--- config.mk ---
export PLATFORM = sky130hd
export DESIGN_NAME = sensor_poll_scheduler
export DESIGN_NICKNAME = d
export VERILOG_FILES = /design/src/rtl/sensor_poll_scheduler.sv
export SDC_FILE = /design/constraint.sdc
export NUM_CORES = 1
export LEC_CHECK = 0
export CORE_UTILIZATION = 55
export DETAILED_ROUTE_END_ITERATION = 10
export PLACE_DENSITY = 0.8
export SLEW_MARGIN = 20
export SYNTH_ARGS = -nofsm -noshare
export SYNTH_HDL_FRONTEND = slang
export SYNTH_SLANG_ARGS = --single-unit
--- constraint.sdc ---
create_clock -name clk -period 2.6 [get_ports clk]
set_input_delay 0.39 -clock clk [delete_from_list [all_inputs] [get_ports clk]]
set_output_delay 0.39 -clock clk [all_outputs]
set_load 0.01 [all_outputs]
--- src/rtl/sensor_poll_scheduler.sv ---
// ---------------------------------------------------------------------------
// sensor_poll_scheduler
//
// Sits in front of the sensor crossbar's command port. Two command sources
// share it: a one-deep slot filled from the host UART, and (optionally) a
// periodic poll timer that alternates 'T' (8'h54) and 'D' (8'h44). The block
// issues one command at a time as a single-cycle strobe. It follows the
// command through the crossbar's ready_to_act handshake and reports either
// completion or a timeout.
//
// Build option:
//   SCHED_AUTO_POLL_EN  defined   -> periodic poll timer present
//                       undefined -> no timer, auto_en ignored, owner == 0
//
// Parameters:
//   POLL_PERIOD     auto-poll interval in clk cycles (>= 2)
//   ACCEPT_TIMEOUT  max cycles waiting for the crossbar to take a command
//   DONE_TIMEOUT    max cycles from acceptance to completion
//
// Ports:
//   clk, rst                  clock, asynchronous active-low reset
//   host_cmd/_valid/_ready    host byte stream into the one-deep slot
//   host_cmd_reject           pulse: sampled host byte was not 'T'/'D'
//   auto_en                   enables periodic polling
//   xbar_ready_to_act         crossbar idle indicator
//   xbar_cmd, xbar_cmd_valid  command byte (held) and its one-cycle strobe
//   busy                      FSM outside IDLE
//   owner                     source of current/last command (1 = auto)
//   cmd_done, timeout_err     one-cycle completion / timeout pulses
// ---------------------------------------------------------------------------
module sensor_poll_scheduler #(
    parameter int POLL_PERIOD    = 100_000_000,
    parameter int ACCEPT_TIMEOUT = 16,
    parameter int DONE_TIMEOUT   = 50_000_000
) (
    input  logic       clk,
    input  logic       rst,
    input  logic [7:0] host_cmd,
    input  logic       host_cmd_valid,
    output logic       host_cmd_ready,
    output logic       host_cmd_reject,
    input  logic       auto_en,
    input  logic       xbar_ready_to_act,
    output logic [7:0] xbar_cmd,
    output logic       xbar_cmd_valid,
    output logic       busy,
    output logic       owner,
    output logic       cmd_done,
    output logic       timeout_err
);

    localparam logic [7:0] CMD_T = 8'h54;
    localparam logic [7:0] CMD_D = 8'h44;

    // One counter serves both wait states, so size it for the larger limit.
    localparam int TO_MAX = (ACCEPT_TIMEOUT > DONE_TIMEOUT) ? ACCEPT_TIMEOUT : DONE_TIMEOUT;
    localparam int TW     = $clog2(TO_MAX + 1);
    localparam logic [TW-1:0] ACC_LAST  = TW'(ACCEPT_TIMEOUT - 1);
    localparam logic [TW-1:0] DONE_LAST = TW'(DONE_TIMEOUT - 1);

    typedef enum logic [1:0] {
        IDLE,
        WAIT_ACCEPT,
        WAIT_DONE
    } state_t;

    state_t          state_q, state_d;
    logic [TW-1:0]   to_cnt;
    logic            grant_host, grant_auto;
    logic            fire_done, fire_to, to_clr;

    logic            slot_full;
    logic [7:0]      slot_byte;
    logic            host_take, host_ok;

    logic            auto_due;
    logic [7:0]      next_auto;

    // ---------------- host slot ----------------
    assign host_take      = host_cmd_valid && !slot_full;
    assign host_ok        = (host_cmd == CMD_T) || (host_cmd == CMD_D);
    assign host_cmd_ready = !slot_full;

    // Fill and drain cannot coincide: fill needs an empty slot, grant a full one.
    always_ff @(posedge clk or negedge rst) begin
        if (!rst) begin
            slot_full       <= 1'b0;
            slot_byte       <= 8'h00;
            host_cmd_reject <= 1'b0;
        end else begin
            host_cmd_reject <= host_take && !host_ok;
            if (grant_host) begin
                slot_full <= 1'b0;
            end else if (host_take && host_ok) begin
                slot_full <= 1'b1;
                slot_byte <= host_cmd;
            end
        end
    end

    // ---------------- auto poll timer ----------------
`ifdef SCHED_AUTO_POLL_EN
    localparam int PW = $clog2(POLL_PERIOD);
    localparam logic [PW-1:0] POLL_LAST = PW'(POLL_PERIOD - 1);

    logic [PW-1:0] poll_cnt;
    logic          next_is_d;

    assign next_auto = next_is_d ? CMD_D : CMD_T;

    // A fresh expiry on the grant edge wins over the grant's clear, so a
    // period is never silently dropped while the previous one issues.
    always_ff @(posedge clk or negedge rst) begin
        if (!rst) begin
            poll_cnt  <= '0;
            auto_due  <= 1'b0;
            next_is_d <= 1'b0;
        end else begin
            if (!auto_en) begin
                poll_cnt <= '0;
                auto_due <= 1'b0;
            end else if (poll_cnt == POLL_LAST) begin
                poll_cnt <= '0;
                auto_due <= 1'b1;
            end else begin
                poll_cnt <= poll_cnt + PW'(1);
                if (grant_auto)
                    auto_due <= 1'b0;
            end
            // Toggles on issue, so a command that later times out still counts.
            if (grant_auto)
                next_is_d <= !next_is_d;
        end
    end
`else
    logic unused_cfg;

    assign auto_due   = 1'b0;
    assign next_auto  = CMD_T;
    assign unused_cfg = auto_en ^ (POLL_PERIOD < 2);
`endif

    // ---------------- command FSM ----------------
    always_ff @(posedge clk or negedge rst) begin
        if (!rst)
            state_q <= IDLE;
        else
            state_q <= state_d;
    end

    always_comb begin
        state_d    = state_q;
        grant_host = 1'b0;
        grant_auto = 1'b0;
        fire_done  = 1'b0;
        fire_to    = 1'b0;
        to_clr     = 1'b0;
        case (state_q)
            IDLE: begin
                to_clr = 1'b1;
                if (xbar_ready_to_act) begin
                    if (slot_full)
                        grant_host = 1'b1;
                    else if (auto_due)
                        grant_auto = 1'b1;
                    if (slot_full || auto_due)
                        state_d = WAIT_ACCEPT;
                end
            end
            WAIT_ACCEPT: begin
                // Crossbar going busy is acceptance, even on the last cycle.
                if (!xbar_ready_to_act) begin
                    state_d = WAIT_DONE;
                    to_clr  = 1'b1;
                end else if (to_cnt == ACC_LAST) begin
                    state_d = IDLE;
                    fire_to = 1'b1;
                end
            end
            WAIT_DONE: begin
                if (xbar_ready_to_act) begin
                    state_d   = IDLE;
                    fire_done = 1'b1;
                end else if (to_cnt == DONE_LAST) begin
                    state_d = IDLE;
                    fire_to = 1'b1;
                end
            end
            default: state_d = IDLE;
        endcase
    end

    // Counts cycles spent in the current wait state; zero on entry.
    always_ff @(posedge clk or negedge rst) begin
        if (!rst)
            to_cnt <= '0;
        else if (to_clr || state_d == IDLE)
            to_cnt <= '0;
        else
            to_cnt <= to_cnt + TW'(1);
    end

    // ---------------- registered outputs ----------------
    always_ff @(posedge clk or negedge rst) begin
        if (!rst) begin
            xbar_cmd       <= 8'h00;
            xbar_cmd_valid <= 1'b0;
            owner          <= 1'b0;
            cmd_done       <= 1'b0;
            timeout_err    <= 1'b0;
        end else begin
            xbar_cmd_valid <= grant_host || grant_auto;
            cmd_done       <= fire_done;
            timeout_err    <= fire_to;
            if (grant_host) begin
                xbar_cmd <= slot_byte;
                owner    <= 1'b0;
            end else if (grant_auto) begin
                xbar_cmd <= next_auto;
                owner    <= 1'b1;
            end
        end
    end

    assign busy = (state_q != IDLE);

endmodule

* After elaboration in Yosys (flattened, before gate mapping)
Cells that the tools add are included. Widths: inputs -> output; s select.
Storage, ports and cells: memories 0, output and inout bits 15, RAM bits 0, logic and storage cells 54, memory bits (read-only) 0, flip-flop bits (word level) 50, bits in latches 0
Operators by class: add/sub/neg operators 1, div/mod/pow operators 0, reductions and logical operators 12, equal/unequal tests 6, multiplexer cells 24, bitwise gates (word level) 1, multiply operators 0, order comparisons 0, shift-type cells 0
Operators by type and width (count):
- $add 26x1->26 const B | 1
- $eq 26x26->1 const B | 1
- $eq 26x4->1 const B | 1
- $mux 26 | 1
- $eq 8x7->1 const B | 2
- $mux 1 | 13
- $mux 2 | 6
- $mux 8 | 1
- $pmux 2 s3 | 1
- $logic_not 2->1 | 2
- $pmux 1 s2 | 2
- $reduce_bool 2->1 | 2
- $logic_and 1x1->1 | 3
- $eq 2x1->1 const B | 1
- $eq 2x2->1 const B | 1
- $logic_not 1->1 | 2
- $logic_or 1x1->1 | 2
- $reduce_and 2->1 | 1
- $not 1->1 | 1

* Depth between registers and ports, before layout
Gate-level depths: netlist (run 1).
depth in word-level cells 7, mapped depth 8, gate-level depth less buffers 7

* Least setup slack after synthesis (run 1)
OpenSTA, ideal clock, no wires.
path type register to register, start point reg state_q[0], end point reg to_cnt[10], library setup time 0.073 ns, clock period less this slack 1.947 ns, data arrival time 1.874 ns, path slack 0.653 ns, cell stages (with the launch flop) 9, path buffers 1, cells stage by stage dfrtp_1 > inv_1 > ha_1 > nand3_2 > a21o_1 > a211o_1 > nand3b_4 > buf_8 > a21oi_2
Between the ends: cells in the longest elaborated chain, start to end 6
RTL lines:
- start, declared | RTL line 67 | state_t state_q, state_d;
- start signal, assigned | RTL line 148 | state_q <= state_d;
- $mux 2 (on tied branches) | RTL line 184, 166, 175
- $mux 2 (on tied branches) | RTL line 181, 161, 172
- $pmux 2 s3 | RTL line 158 | case (state_q)
- $logic_not 2->1 | RTL line 197 | else if (to_clr || state_d == IDLE)
- $logic_or 1x1->1 * | RTL line 197
- $mux 26 * | RTL line 197
- end signal, assigned | RTL line 200 | to_cnt <= to_cnt + TW'(1);
- end, declared | RTL line 68 | logic [TW-1:0] to_cnt;
Mark *: on every way between the ends. The rest lies on a longest branch, timed or not. A chain may end at the register's enable or synchronous reset.

* Worst setup path after layout (run 1)
start point reg to_cnt[11], end point reg to_cnt[1]
Between the ends: cells in the longest elaborated chain, start to end 7
RTL lines (RTL line):
- $eq 26x26->1 or $eq 26x4->1 (tied branches) | 184, 175
- $mux 2 (on tied branches) | 184, 175
- $mux 2 (on tied branches) | 181, 172
- $pmux 2 s3 * | 158
- $logic_not 2->1 * | 197
- $logic_or 1x1->1 * | 197
- $mux 26 * | 197
Marked as above.

==> results.toml, run 1 <==
[status]
status = "complete, no violations"

[global_routing]
grt_pass1_vias = 1629
grt_pass1_wl_um = 7445
grt_max_degree = 27
grtUsageTotal_pct = 21.82
antenna_found_initial = 0
grt.overflow.total = 0

[setup_path]
cp_slowest_cell = "or4_4"
crit_required_ns = 2.76
start_kind = "flop"
crit_cells = 5
crit_fanout = 26
cp-startpoint = "to_cnt[11]"
endpoint = "to_cnt[1]"
crit_path_end_kind = "flop"
critPathBufInv = 0
arrival_ns = 2.37
r2r_setup_slack_ns = 0.39
path_cells = "or4_4 > nor3_1 > nand3_1 > nand3b_4 > a21boi_0"
worstSetupPathType = "reg2reg"
cp_top_family = "simple AND/OR/NAND/NOR gates"
cp_slowest_stage_delay_ns = 0.58
r2r_cells = 5
r2r_start = "to_cnt[11]"
worstReg2RegEnd = "to_cnt[1]"

[cts]
cts_buffer_depth = 2
cts_made_buffers = 5
clk_pin_slew_ns = 0.10
clockRootBuffer = "clkbuf_8"
cts_sinks = 49
cts_resized = 0
post_cts_buffers = 0
clk_latency_ns = 0.31
cts_hold_repair.buffers = 1
cts_tree = "done"
htree_levels = 2

[die]
ios = 28
die_h_um = 68.73
rows = 23
start_util_pct = 59.09
die_w_um = 68.73
die-area_um2 = 4723
core-area_um2 = 4144

[finish]
multi_input_area_um2 = 1132
regArea_um2 = 1226
nNetsFinal = 266
nFillCells = 325
final_area_um2 = 2877
antenna_cells = 0
drive_gt1_share_pct = 19.68
area_delta_synth_final_pct = 17.48

[synth]
synth_area_per_cell_um2 = 11.44
synth_common_cells = "dfrtp_1, a21oi_2, xor2_1"
async_reset_ff_share_pct = 100.0
synth.distinct_cells = 39
synthesis.nets = 232
syn_area_um2 = 2449
yosysTopAreaCell = "dfrtp_1"
synth_seq_cells = 49
synth_edf_count = 0
post-synth-top-count-cell = "dfrtp_1"
synth_cells = 214
synthFlopType = "dfrtp_1"
synthTopCellsByArea = "dfrtp_1, a21oi_2, xor2_1"
ys_warn_count = 0
netlist.area_leader.share_pct = 50.08
yosysSeqAreaShare_pct = 50.08

[drt]
wl_um = 4474
drc = 0
drtPass1Iterations = 4
ant_nets = 0
wl_per_cell_um = 14.96
vias_per_cell = 5.692
vias = 1702
drtIter0Drc = 142

[pwr]
irDropWorstVdd_mv = 0.4389
power.density_nw_per_um2 = 675.8
p_leak_nw = 1.184

[timing]
finalHoldViolations = 0
finalSetupViolCount = 0
fmax_mhz = 451.5
period_needed_ns = 2.215
tightestPinTransition_ns = 0.7263
slew_headroom_pct = 51.21
drv_slew = 0
min_period_over_period_pct = 85.19
rsz0062_at_grt = "no"
finClkSkew_ns = 0.01314
finalSetupTns_ns = 0

[worst_hold_path]
hold_class = "reg2reg"

[place]
gp_congestion = 0.8465
port_buffers = 25
dpl_cell_area_um2 = 2746
dp_hpwl_um = 2974

[job]
cap_violations = 0
==> kinds of logic after synthesis <==
logic type | synth area share, %
fa+ha+maj | 2.555
compound gates | 10.99
buf+inv | 3.679
flops | 50.08
simple gates | 19.83
other cells | 0.1531
mux | 4.139
xor+xnor | 8.585
==> area by class of cell <==
class	instances	share of cell area (%)
clock buffers	6	2.871
clock inverters	2	1.305
inverters	6	0.7829
multi-input cells	154	39.37
flip-flops and latches	49	42.63
well taps	50	2.175
repair buffers	32	10.87
==> where the power goes <==
group / total (mW) / switching [mW] / leakage [nW] / internal (mW)
logic: 0.516 / 0.282 / 0.448 / 0.234
registers: 0.858 / 0.0386 / 0.678 / 0.819
clock network: 0.570 / 0.257 / 0.0574 / 0.313
total: 1.94 / 0.578 / 1.18 / 1.37
==> routing by layer <==
layer / part of all wire (%) / up-vias / global-route usage, %
met5: 0 / - / 0
met4: 1.7 / 0 / 7.908
met3: 4.5 / 9 / 4.605
met2: 47 / 35 / 35.54
met1: 47 / 837 / 28.69
li1: - / 821 / -
==> worst reg2reg max path, stage by stage, from the launching register on <==
cell and delay, ns:
dfrtp_1 0.43, or4_4 0.58, nor3_1 0.30, nand3_1 0.19
nand3b_4 0.40, a21boi_0 0.18
==> how the worst min path moves through the flow <==
stage          depth (start not counted)      endpoint          from  slack [ns]
4_1_cts                                1  slot_byte[6]  slot_byte[6]        0.48
5_1_grt                                1  slot_byte[2]  slot_byte[2]        0.50
6_report                               1  slot_byte[6]  slot_byte[6]        0.48
3_5_place_dp                           1   xbar_cmd[4]           rst        0.28
2_1_floorplan                          0      cmd_done           rst        0.09
3_3_place_gp                           1   xbar_cmd[4]           rst        0.29
==> metrics by stage <==
step	hold WS (ns)	std cells	power (mW)	util, %	worst slack, ns
3_3_place_gp	0.2856	290	1.382	66.27	0.1977
5_1_grt	0.4971	299	2.051	69.41	0.1970
4_1_cts	0.4788	299	1.955	69.41	0.3785
6_report	0.4767	299	1.944	69.41	0.3851
2_1_floorplan	0.09441	214	1.227	-	0.6527
3_5_place_dp	0.2846	290	1.393	66.27	0.1566
==> layout by cell type (no fill, tap or decap), types with 2 or more instances in the layout <==
cell,count
buf_4,5
and2_1,8
nand2b_1,2
nor3_1,5
inv_1,6
clkbuf_8,6
a21oi_2,20
clkdlybuf4s50_1,24
dfrtp_1,49
mux2_2,9
xor2_1,15
xnor2_1,9
nor2_1,8
ha_1,5
o21ai_0,2
and4_1,2
nand2_1,10
a21boi_0,2
nor2b_1,4
a21oi_1,8
nor4_1,8
nand4_1,7
nand3_1,13
==> registers in the layout, summed over array words and instances (netlist names) <==
register         count
timeout_err          1
state_q              2
host_cmd_reject      1
xbar_cmd_valid       1
slot_byte            8
xbar_cmd             8
cmd_done             1
to_cnt              26
slot_full            1
No activity file was read; power rests on OpenSTA's default activity.
==> run 2: changes to the inputs <==
GPL_ROUTABILITY_DRIVEN = 0   (was unset)
SLEW_MARGIN = 40   (was 20)
==> results of run 2 <==
No change in the layout: final DEF, timing and power equal those of run 1.
